--- config.mk ---
export PLATFORM = sky130hd
export DESIGN_NAME = ram_port_arbiter_flat
export DESIGN_NICKNAME = d
export VERILOG_FILES = /design/src/rtl/ram_port_arbiter_pkg.sv /design/src/rtl/ram_port_arbiter_if.sv /design/src/rtl/ram_port_arbiter_init_seq.sv /design/src/rtl/ram_port_arbiter.sv /design/src/flat_wrapper.sv
export SDC_FILE = /design/constraint.sdc
export NUM_CORES = 1
export LEC_CHECK = 0
export BUFFER_PORTS_ARGS = -buffer_cell sky130_fd_sc_hd__buf_2
export CAP_MARGIN = 15
export CORE_ASPECT_RATIO = 0.8
export CORE_MARGIN = 10
export CORE_UTILIZATION = 47
export CTS_BUF_LIST = sky130_fd_sc_hd__clkbuf_16
export CTS_CLUSTER_DIAMETER = 60
export DETAILED_ROUTE_END_ITERATION = 8
export PLACE_DENSITY_LB_ADDON = 0.2
export SLEW_MARGIN = 20
export SYNTH_ARGS = -nofsm -noshare
export SYNTH_HDL_FRONTEND = slang
export SYNTH_SLANG_ARGS = --single-unit
--- constraint.sdc ---
create_clock -name Clk -period 2.9 [get_ports Clk]
set_clock_uncertainty 0.05 [all_clocks]
set_input_delay 0.435 -clock Clk [delete_from_list [all_inputs] [get_ports Clk]]
set_output_delay 0.435 -clock Clk [all_outputs]
set_load 0.005 [all_outputs]
--- src/rtl/ram_port_arbiter_pkg.sv ---
// Shared types and default sizes for the SLC-3 RAM port arbiter.
// Holds the arbitration FSM state enum, the access-owner enum and the
// default address/data widths used by the arbiter and its interface.
package ram_arb_pkg;

  localparam int RAM_ARB_ADDR_W = 10;
  localparam int RAM_ARB_DATA_W = 16;

  typedef enum logic [2:0] {
    INIT    = 3'd0,
    IDLE    = 3'd1,
    ACC_CPU = 3'd2,
    ACC_DBG = 3'd3,
    RD_WAIT = 3'd4
  } arb_state_t;

  typedef enum logic {
    OWN_CPU = 1'b0,
    OWN_DBG = 1'b1
  } owner_t;

endpackage

--- src/rtl/ram_port_arbiter_if.sv ---
// Bus bundle between the arbiter, its two requesters, the init-data source
// and the single-port RAM. The arbiter connects through the slave modport;
// everything around it (CPU, debug reader, init source, RAM) uses master.
interface ram_arb_if #(
  parameter int ADDR_W = 10,
  parameter int DATA_W = 16
);

  logic [ADDR_W-1:0] init_ADDR;
  logic [DATA_W-1:0] init_data;
  logic              init_done;

  logic              cpu_req;
  logic              cpu_we;
  logic [15:0]       cpu_addr;
  logic [DATA_W-1:0] cpu_wdata;
  logic              cpu_gnt;
  logic              cpu_rvalid;
  logic [DATA_W-1:0] cpu_rdata;

  logic              dbg_req;
  logic [ADDR_W-1:0] dbg_addr;
  logic              dbg_gnt;
  logic              dbg_rvalid;
  logic [DATA_W-1:0] dbg_rdata;

  logic [ADDR_W-1:0] ram_address;
  logic [DATA_W-1:0] ram_data;
  logic              ram_rden;
  logic              ram_wren;
  logic [DATA_W-1:0] ram_q;

  modport slave (
    output init_ADDR, init_done,
    input  init_data,
    input  cpu_req, cpu_we, cpu_addr, cpu_wdata,
    output cpu_gnt, cpu_rvalid, cpu_rdata,
    input  dbg_req, dbg_addr,
    output dbg_gnt, dbg_rvalid, dbg_rdata,
    output ram_address, ram_data, ram_rden, ram_wren,
    input  ram_q
  );

  modport master (
    input  init_ADDR, init_done,
    output init_data,
    output cpu_req, cpu_we, cpu_addr, cpu_wdata,
    input  cpu_gnt, cpu_rvalid, cpu_rdata,
    output dbg_req, dbg_addr,
    input  dbg_gnt, dbg_rvalid, dbg_rdata,
    input  ram_address, ram_data, ram_rden, ram_wren,
    output ram_q
  );

endinterface

--- src/rtl/ram_port_arbiter_init_seq.sv ---
// RAM initialization sequencer. After reset it waits one cycle, then walks
// the address counter from 0 to the last word, one word per cycle, and
// parks once the pass is complete until the next reset.
module ram_init_seq #(
  parameter int ADDR_W = 10
) (
  input  logic              clk,
  input  logic              rst,
  output logic [ADDR_W-1:0] init_addr,
  output logic              init_busy,
  output logic              init_last
);

  localparam logic [ADDR_W-1:0] LAST_ADDR = '1;

  logic [ADDR_W-1:0] cnt;
  logic              armed;
  logic              finished;

  // Address counter: one start-up cycle after reset, then count to the end.
  always_ff @(posedge clk) begin
    if (rst) begin
      cnt      <= '0;
      armed    <= 1'b0;
      finished <= 1'b0;
    end else if (!finished) begin
      if (!armed) begin
        armed <= 1'b1;
      end else if (cnt == LAST_ADDR) begin
        finished <= 1'b1;
        cnt      <= '0;
      end else begin
        cnt <= cnt + ADDR_W'(1);
      end
    end
  end

  assign init_addr = cnt;
  assign init_busy = armed && !finished;
  assign init_last = init_busy && (cnt == LAST_ADDR);

endmodule

--- src/rtl/ram_port_arbiter.sv ---
// Sequencer and arbiter for the single-port SLC-3 RAM (1-cycle read latency).
// After reset it writes every RAM word from the init-data source, then shares
// the port between the CPU and a read-only debug requester.
// Build option RAM_ARB_DBG_EN: when defined the debug port and round-robin
// arbitration are present; when undefined the debug outputs are tied to 0 and
// the CPU wins every arbitration sample.
module ram_port_arbiter
  import ram_arb_pkg::*;
#(
  parameter int ADDR_W = RAM_ARB_ADDR_W,
  parameter int DATA_W = RAM_ARB_DATA_W
) (
  input logic    Clk,
  input logic    Reset,
  ram_arb_if.slave bus
);

  arb_state_t        state;
  arb_state_t        state_nxt;

  logic [ADDR_W-1:0] init_addr;
  logic              init_busy;
  logic              init_last;

  logic [ADDR_W-1:0] lat_addr;
  logic [DATA_W-1:0] lat_wdata;
  logic              lat_we;
  owner_t            lat_owner;

  logic              cpu_win;
  logic              dbg_win;

  logic              init_done_q;
  logic              cpu_rvalid_q;
  logic [DATA_W-1:0] cpu_rdata_q;

  logic [ADDR_W-1:0] ram_address;
  logic [DATA_W-1:0] ram_data;
  logic              ram_rden;
  logic              ram_wren;
  logic              cpu_gnt;
  logic              dbg_gnt;

  logic              inputs_unused;

  ram_init_seq #(.ADDR_W(ADDR_W)) u_init_seq (
    .clk       (Clk),
    .rst       (Reset),
    .init_addr (init_addr),
    .init_busy (init_busy),
    .init_last (init_last)
  );

`ifdef RAM_ARB_DBG_EN
  owner_t            last_owner;
  logic              dbg_rvalid_q;
  logic [DATA_W-1:0] dbg_rdata_q;

  // On a tie the requester that did not get the port last time wins.
  assign cpu_win = bus.cpu_req && (!bus.dbg_req || (last_owner == OWN_DBG));
  assign dbg_win = bus.dbg_req && (!bus.cpu_req || (last_owner == OWN_CPU));

  assign inputs_unused = ^bus.cpu_addr[15:ADDR_W];

  // Round-robin pointer; starts at DBG so the CPU wins the first tie.
  always_ff @(posedge Clk) begin
    if (Reset) begin
      last_owner <= OWN_DBG;
    end else if (state == IDLE) begin
      if (cpu_win) begin
        last_owner <= OWN_CPU;
      end else if (dbg_win) begin
        last_owner <= OWN_DBG;
      end
    end
  end

  // Debug read data capture and its one-cycle valid pulse.
  always_ff @(posedge Clk) begin
    if (Reset) begin
      dbg_rvalid_q <= 1'b0;
      dbg_rdata_q  <= '0;
    end else begin
      dbg_rvalid_q <= 1'b0;
      if ((state == RD_WAIT) && (lat_owner == OWN_DBG)) begin
        dbg_rdata_q  <= bus.ram_q;
        dbg_rvalid_q <= 1'b1;
      end
    end
  end

  assign bus.dbg_gnt    = dbg_gnt;
  assign bus.dbg_rvalid = dbg_rvalid_q;
  assign bus.dbg_rdata  = dbg_rdata_q;
`else
  assign cpu_win = bus.cpu_req;
  assign dbg_win = 1'b0;

  assign inputs_unused = ^{bus.cpu_addr[15:ADDR_W], bus.dbg_req, bus.dbg_addr, dbg_gnt, dbg_win};

  assign bus.dbg_gnt    = 1'b0;
  assign bus.dbg_rvalid = 1'b0;
  assign bus.dbg_rdata  = '0;
`endif

  // FSM state register.
  always_ff @(posedge Clk) begin
    if (Reset) begin
      state <= INIT;
    end else begin
      state <= state_nxt;
    end
  end

  // Latch the winning request so the RAM is driven from registered values.
  always_ff @(posedge Clk) begin
    if (Reset) begin
      lat_addr  <= '0;
      lat_wdata <= '0;
      lat_we    <= 1'b0;
      lat_owner <= OWN_CPU;
    end else if (state == IDLE) begin
      if (cpu_win) begin
        lat_addr  <= bus.cpu_addr[ADDR_W-1:0];
        lat_wdata <= bus.cpu_wdata;
        lat_we    <= bus.cpu_we;
        lat_owner <= OWN_CPU;
      end
`ifdef RAM_ARB_DBG_EN
      else if (dbg_win) begin
        lat_addr  <= bus.dbg_addr;
        lat_wdata <= '0;
        lat_we    <= 1'b0;
        lat_owner <= OWN_DBG;
      end
`endif
    end
  end

  // Sticky init-done flag plus CPU read data capture and valid pulse.
  always_ff @(posedge Clk) begin
    if (Reset) begin
      init_done_q  <= 1'b0;
      cpu_rvalid_q <= 1'b0;
      cpu_rdata_q  <= '0;
    end else begin
      cpu_rvalid_q <= 1'b0;
      if ((state == INIT) && init_last) begin
        init_done_q <= 1'b1;
      end
      if ((state == RD_WAIT) && (lat_owner == OWN_CPU)) begin
        cpu_rdata_q  <= bus.ram_q;
        cpu_rvalid_q <= 1'b1;
      end
    end
  end

  // Next-state logic, RAM port muxing and grant pulses.
  always_comb begin
    state_nxt   = state;
    ram_address = '0;
    ram_data    = '0;
    ram_rden    = 1'b0;
    ram_wren    = 1'b0;
    cpu_gnt     = 1'b0;
    dbg_gnt     = 1'b0;
    case (state)
      INIT: begin
        ram_address = init_addr;
        ram_data    = bus.init_data;
        ram_wren    = init_busy;
        if (init_last) begin
          state_nxt = IDLE;
        end
      end
      IDLE: begin
        if (cpu_win) begin
          state_nxt = ACC_CPU;
        end else if (dbg_win) begin
          state_nxt = ACC_DBG;
        end
      end
      ACC_CPU: begin
        ram_address = lat_addr;
        ram_data    = lat_wdata;
        cpu_gnt     = 1'b1;
        if (lat_we) begin
          ram_wren  = 1'b1;
          state_nxt = IDLE;
        end else begin
          ram_rden  = 1'b1;
          state_nxt = RD_WAIT;
        end
      end
`ifdef RAM_ARB_DBG_EN
      ACC_DBG: begin
        ram_address = lat_addr;
        dbg_gnt     = 1'b1;
        ram_rden    = 1'b1;
        state_nxt   = RD_WAIT;
      end
`endif
      RD_WAIT: begin
        state_nxt = IDLE;
      end
      default: begin
        state_nxt = INIT;
      end
    endcase
  end

  assign bus.init_ADDR   = init_addr;
  assign bus.init_done   = init_done_q;
  assign bus.cpu_gnt     = cpu_gnt;
  assign bus.cpu_rvalid  = cpu_rvalid_q;
  assign bus.cpu_rdata   = cpu_rdata_q;
  assign bus.ram_address = ram_address;
  assign bus.ram_data    = ram_data;
  assign bus.ram_rden    = ram_rden;
  assign bus.ram_wren    = ram_wren;

endmodule
--- src/flat_wrapper.sv ---
// flat-port wrapper written by rule: the top's interface ports become plain ports
module ram_port_arbiter_flat import ram_arb_pkg::*;
#(
  parameter int ADDR_W = RAM_ARB_ADDR_W,
  parameter int DATA_W = RAM_ARB_DATA_W
)
  (Clk, Reset, bus_init_ADDR, bus_init_done, bus_init_data, bus_cpu_req, bus_cpu_we, bus_cpu_addr, bus_cpu_wdata, bus_cpu_gnt, bus_cpu_rvalid, bus_cpu_rdata, bus_dbg_req, bus_dbg_addr, bus_dbg_gnt, bus_dbg_rvalid, bus_dbg_rdata, bus_ram_address, bus_ram_data, bus_ram_rden, bus_ram_wren, bus_ram_q);
  ram_arb_if #(.ADDR_W(ADDR_W), .DATA_W(DATA_W)) bus_i ();
  input logic Clk;
  input logic Reset;
  output wire logic [$bits(bus_i.init_ADDR)-1:0] bus_init_ADDR;
  output wire logic [$bits(bus_i.init_done)-1:0] bus_init_done;
  input wire logic [$bits(bus_i.init_data)-1:0] bus_init_data;
  input wire logic [$bits(bus_i.cpu_req)-1:0] bus_cpu_req;
  input wire logic [$bits(bus_i.cpu_we)-1:0] bus_cpu_we;
  input wire logic [$bits(bus_i.cpu_addr)-1:0] bus_cpu_addr;
  input wire logic [$bits(bus_i.cpu_wdata)-1:0] bus_cpu_wdata;
  output wire logic [$bits(bus_i.cpu_gnt)-1:0] bus_cpu_gnt;
  output wire logic [$bits(bus_i.cpu_rvalid)-1:0] bus_cpu_rvalid;
  output wire logic [$bits(bus_i.cpu_rdata)-1:0] bus_cpu_rdata;
  input wire logic [$bits(bus_i.dbg_req)-1:0] bus_dbg_req;
  input wire logic [$bits(bus_i.dbg_addr)-1:0] bus_dbg_addr;
  output wire logic [$bits(bus_i.dbg_gnt)-1:0] bus_dbg_gnt;
  output wire logic [$bits(bus_i.dbg_rvalid)-1:0] bus_dbg_rvalid;
  output wire logic [$bits(bus_i.dbg_rdata)-1:0] bus_dbg_rdata;
  output wire logic [$bits(bus_i.ram_address)-1:0] bus_ram_address;
  output wire logic [$bits(bus_i.ram_data)-1:0] bus_ram_data;
  output wire logic [$bits(bus_i.ram_rden)-1:0] bus_ram_rden;
  output wire logic [$bits(bus_i.ram_wren)-1:0] bus_ram_wren;
  input wire logic [$bits(bus_i.ram_q)-1:0] bus_ram_q;
  assign bus_init_ADDR = bus_i.init_ADDR;
  assign bus_init_done = bus_i.init_done;
  assign bus_i.init_data = bus_init_data;
  assign bus_i.cpu_req = bus_cpu_req;
  assign bus_i.cpu_we = bus_cpu_we;
  assign bus_i.cpu_addr = bus_cpu_addr;
  assign bus_i.cpu_wdata = bus_cpu_wdata;
  assign bus_cpu_gnt = bus_i.cpu_gnt;
  assign bus_cpu_rvalid = bus_i.cpu_rvalid;
  assign bus_cpu_rdata = bus_i.cpu_rdata;
  assign bus_i.dbg_req = bus_dbg_req;
  assign bus_i.dbg_addr = bus_dbg_addr;
  assign bus_dbg_gnt = bus_i.dbg_gnt;
  assign bus_dbg_rvalid = bus_i.dbg_rvalid;
  assign bus_dbg_rdata = bus_i.dbg_rdata;
  assign bus_ram_address = bus_i.ram_address;
  assign bus_ram_data = bus_i.ram_data;
  assign bus_ram_rden = bus_i.ram_rden;
  assign bus_ram_wren = bus_i.ram_wren;
  assign bus_i.ram_q = bus_ram_q;
  ram_port_arbiter #(.ADDR_W(ADDR_W), .DATA_W(DATA_W)) u_core (.Clk(Clk), .Reset(Reset), .bus(bus_i));
endmodule
======== Yosys cells after proc, flatten, opt, wreduce, memory -nomap -nowiden ========
Cells that the tools add are included.
operators by class
  add/subtract/negate cells ............... 1
  eq/ne operators ......................... 6
  muxes and demuxes ....................... 16
  bitwise logic cells ..................... 1
  reductions and logical operators ........ 8
operators by type and width
  cell                     count
  $pmux W16 S2             1
  $pmux W10 S2             1
  $pmux W3 S4              1
  $add A10 B1 Y10 const B  1
  $eq A10 B10 Y1 const B   1
  $mux W10                 1
  $mux W3                  3
  $mux W1                  8
  $reduce_and A2 Y1        3
  $eq A3 B1 Y1 const B     1
  $eq A3 B2 Y1 const B     1
  $eq A3 B3 Y1 const B     1
  $logic_and A1 B1 Y1      3
  $logic_not A3 Y1         1
  $ne A2 B1 Y1 const B     1
  $ne A2 B2 Y1 const B     1
  $pmux W1 S2              1
  $logic_not A1 Y1         1
  $not A1 Y1               1
word-level totals
  bits in registers ....................... 60
  bits of input ports ..................... 79
  output and inout port bits .............. 75
  word-level logic and storage cells ...... 42

======== Logic depth before layout (Yosys ltp) ========
  word-level depth ........................ 5
  mapped depth ............................ 5
  gate-level depth less buffers ........... 4

======== Modules after synthesis ========
From an unflattened synthesis, not the netlist that was laid out.
second synthesis, totals
  cells, all modules ...................... 304
  area, all modules ....................... 2686.3 µm²
modules (own cells, without submodules)
  module            instances  cells an instance  area each (µm²)  seq. area each (µm²)
  ram_port_arbiter  1          242                2120.8           960.9
  ram_init_seq      1          62                 565.5            240.2

======== Worst setup path after synthesis ========
No wires, ideal clock.
  kind .................................... reg2reg
  from .................................... reg u_core.u_init_seq.cnt[1] (netlist: u_core.u_init_seq.init_addr[1])
  to ...................................... reg u_core.state[0]
  library setup time ...................... 0.086 ns
  arrival time ............................ 1.536 ns
  required time ........................... 2.764 ns
  setup slack ............................. 1.228 ns
  stages on the path, launching flop included .. 5
  path buffers ............................ 0
  period minus slack after synthesis ...... 1.672 ns
  cells stage by stage .................... dfxtp_1 ha_1 nand3_1 or4_4 a221oi_2
between the ends
  word-level cells in the longest chain between the ends .. 4
ends and longest elaborated chain
  what                                RTL line                         text
  start, declared                     ram_port_arbiter_init_seq.sv:16  logic [ADDR_W-1:0] cnt;
  start signal, assigned              ram_port_arbiter_init_seq.sv:33  cnt <= cnt + ADDR_W'(1);
  $eq A10 B10 Y1                      ram_port_arbiter_init_seq.sv:40  assign init_last = init_busy && (cnt == LAST_ADDR);
  $logic_and A1 B1 Y1                 ram_port_arbiter_init_seq.sv:40
  $ne A2 B1 Y1 (no source line)       -
  $reduce_and A2 Y1 (no source line)  -
  end signal, assigned                ram_port_arbiter.sv:111          state <= state_nxt;
  end, declared                       ram_port_arbiter.sv:18           arb_state_t state;
No other way between the ends.
A chain may end at the register's enable or synchronous reset.

======== Final worst setup path ========
  from .................................... reg u_core.state[1]
  to ...................................... out bus_ram_rden
between the ends
  word-level cells in the longest chain between the ends .. 2
ends and longest elaborated chain
  what           RTL line                 text
  $eq A3 B2 Y1   ram_port_arbiter.sv:167  case (state)
  $mux W1        ram_port_arbiter.sv:167
  end, declared  flat_wrapper.sv:28       output wire logic [$bits(bus_i.ram_rden)-1:0] bus_ram_rden;
No other way between the ends.

==> metrics.csv <==
metric,value,unit
worst hold path type,in2reg,
P_leak,1.61,nW
Final Hold Vio Count,0,
ys flop type,dfxtp_1,
Worst Reg-to-Reg Cells,4,
"Data required, critical path",2410,ps
startpoint types,register,
Detail Placement HPWL,5910,um
Area Overhead vs Synth,31.9,%
I/O Buffers,118,
final hold slack,300,ps
total routed wirelength,7940,um
Combinational Power Share,5.8,%
WL/cell,15.6,um
CTS tree,built,
Sw Ratio,21.3,%
status,completed,
synth unique cells,40,
Die Span X,105,um
Sequential Power Share,45.7,%
worst slew pin tran,550,ps
Syn Area/Cell,8.63,um^2
Root Driver,clkbuf_16,
Vias/cell,5.04,
slowest CP cell,dfxtp_1,
layout cell share with drive strength beyond 1,34.1,%
drt drc,0,
Synth Register Bits,60,
sequential element share of the synthesized area,44.4,%
# IOs,154,
clock network power share,48.5,%
Post CTS Setup Buffer Count,0,
maximum clock path buffer count,2,
Worst slew margin,63.3,%
initial antenna violation count,0,
placed inst area,0.00331,mm^2
Chip Height,87.8,um
GR Util All Layers,16.9,%
diode count,0,
leading area contributor after synthesis,dfxtp_1,
number of synthesized flops with an enable pin,0,
Nets,507,
post-route ant nets,0,
Yosys Warn Count,0,
total die area,0.00920,mm^2
RSZ-0062 raised after global routing,false,
WS Path Type,reg2out,
Max-Cap Viols,0,
first-pass GRT wire length,12800,um
Via Count,2564,
GRT overflow,0,
H-tree depth,3,
CP arrival,1710,ps
number of global-route vias before repair,2572,
period utilization,75.7,%
P_int,0.00144,W
placed insts,494,
"Setup violations, final",0,
largest net degree at the start of global routing,30,
final std cells w/o fill,509,
CORE AREA,0.00553,mm^2
Setup crit end kind,output port,
Tmin final,2190,ps
critical path peak fanout,19,
PwrDens,514,mW/mm^2
CP Cell Sequence,nor3b_2 > buf_4 > nor2b_1 > buf_2,
Synth Cell Area,0.00270,mm^2
Resize count post-CTS,0,
Inserted Clock Buffers,9,
setup_tns,0,ps
max incr delay on CP,480,ps
cells after synthesis,313,
main area contributors after synthesis,"dfxtp_1 44%, a22o_1 8.8%, nand2_1 8.5%, a21oi_1 6.9%, mux2i_1 5.9%",
post-route cell area,0.00356,mm^2
FMAX,456,MHz
First-pass DRT Iterations,4,
Psw,0.000390,W
Slew Limit Fails,0,
standard-cell row count,24,
"Core Util, Final",64.5,%
Yosys top cell area share,44.4,%
worst hold path depth,3,
CTS Hold Bufs,0,
clock-pin slew on the worst setup and hold paths,50,ps
Initial Util,48.9,%
"FFs w/ async S/R, synth",0,%
initial DRC count,111,
worst-skew pair later-pin latency,320,ps
Peak VDD IR,0.000318,V
clk sink count,60,
GPL Wtd Cong,0.850,
[stage by stage]
| stage | setup WS [ps] | power, W |
|---|---|---|
| after floorplan | 1230 | 0.000911 |
| after global placement | 839 | 0.000957 |
| after detailed placement | 788 | 0.000958 |
| after CTS | 690 | 0.00185 |
| after global routing | 551 | 0.00191 |
| final | 706 | 0.00183 |
[kinds of logic (layout without fill, tap and decap cells)]
logic type,count (synthesis),count (layout),share of synthesized area (%)
flops,60,60,44.4
other cells,1,18,0.139
fa+ha+maj,1,1,0.463
mux,16,16,5.93
xor+xnor,1,1,0.324
simple gates,110,110,19.3
buf+inv,45,146,9.40
compound gates,79,79,20.0
[power by group through the flow]
| stage | sequential [W] | clock (W) | combinational, W |
|---|---|---|---|
| 2_1_floorplan | 0.000849 | 0 | 0.0000620 |
| 3_3_place_gp | 0.000852 | 0 | 0.000105 |
| 3_5_place_dp | 0.000852 | 0 | 0.000106 |
| 4_1_cts | 0.000836 | 0.000905 | 0.000107 |
| 5_1_grt | 0.000835 | 0.000951 | 0.000121 |
| 6_report | 0.000836 | 0.000888 | 0.000107 |
[layout by cell type (no fill, tap or decap), types with 2 or more instances in the layout]
cell       synthesis  routed
nor2b_1            3       3
clkinv_2           0       2
o311ai_0           3       3
nand3_1            4       4
clkinv_1           0       2
inv_1              4       6
nor3b_2            0       2
nor2_1            19      19
o41ai_1            2       2
a21oi_1           37      37
clkbuf_16          0       9
a22o_1            27      27
or3_1              2       2
mux2i_1           16      16
or4_1              4       4
buf_4             19       9
o31ai_1            3       3
nand2_1           61      61
nand4_1            2       2
o21ai_0            3       3
buf_2             11     118
conb_1             1      18
dfxtp_1           60      60
[registers in the layout, summed over array words and instances, names as in the netlist]
| name | cells |
|---|---|
| u_core.state | 3 |
| u_core.u_init_seq.finished | 1 |
| u_core.u_init_seq.init_addr | 10 |
| u_core.lat_we | 1 |
| u_core.lat_wdata | 16 |
| u_core.u_init_seq.armed | 1 |
| u_core.bus.init_done | 1 |
| u_core.bus.cpu_rvalid | 1 |
| u_core.bus.cpu_rdata | 16 |
| u_core.lat_addr | 10 |
[synth_stat cells, types with 4 or more instances]
| library cell | count |
|---|---|
| dfxtp_1 | 60 |
| a21oi_1 | 37 |
| a22o_1 | 27 |
| buf_1 | 5 |
| buf_4 | 19 |
| or4_1 | 4 |
| nor2_1 | 19 |
| nand3_1 | 4 |
| inv_1 | 4 |
| nand2_1 | 61 |
| mux2i_1 | 16 |
| clkbuf_1 | 6 |
| buf_2 | 11 |
[layout make-up]
cell class | count | area (um^2)
fill | 519 | 1960
multi-input combinational | 225 | 1340
sequential | 60 | 1200
timing repair buffer | 127 | 658
clock buffer | 9 | 225
tap | 78 | 97.6
clock inverter | 6 | 25.0
inverter | 4 | 15.0
[final timing paths]
kind / start / end / slack (ps)
worst max register to register: u_core.u_init_seq.init_addr[0] / u_core.state[0] / 770
worst min register to register: u_core.lat_wdata[2] / u_core.lat_wdata[2] / 400
worst min-delay path: bus_cpu_addr[4] / u_core.lat_addr[4] / 300
worst max-delay path: u_core.state[1] / bus_ram_rden / 710
[critical path: cells and delay by family (launching register included)]
family | cells | cell delay, ps
flip-flops | 1 | 480
AND/OR/NAND/NOR | 2 | 480
buffers and inverters | 2 | 430
[metal layers]
layer  vias up  share of wire, %  global-route usage [%]
met5         -                 0                       0
met3         8               8.8                    7.85
met4         0              0.82                    4.85
met1      1174                40                    18.4
li1       1293                 -                       -
met2        89                50                    29.5
Power figures use the tool's default switching activity.
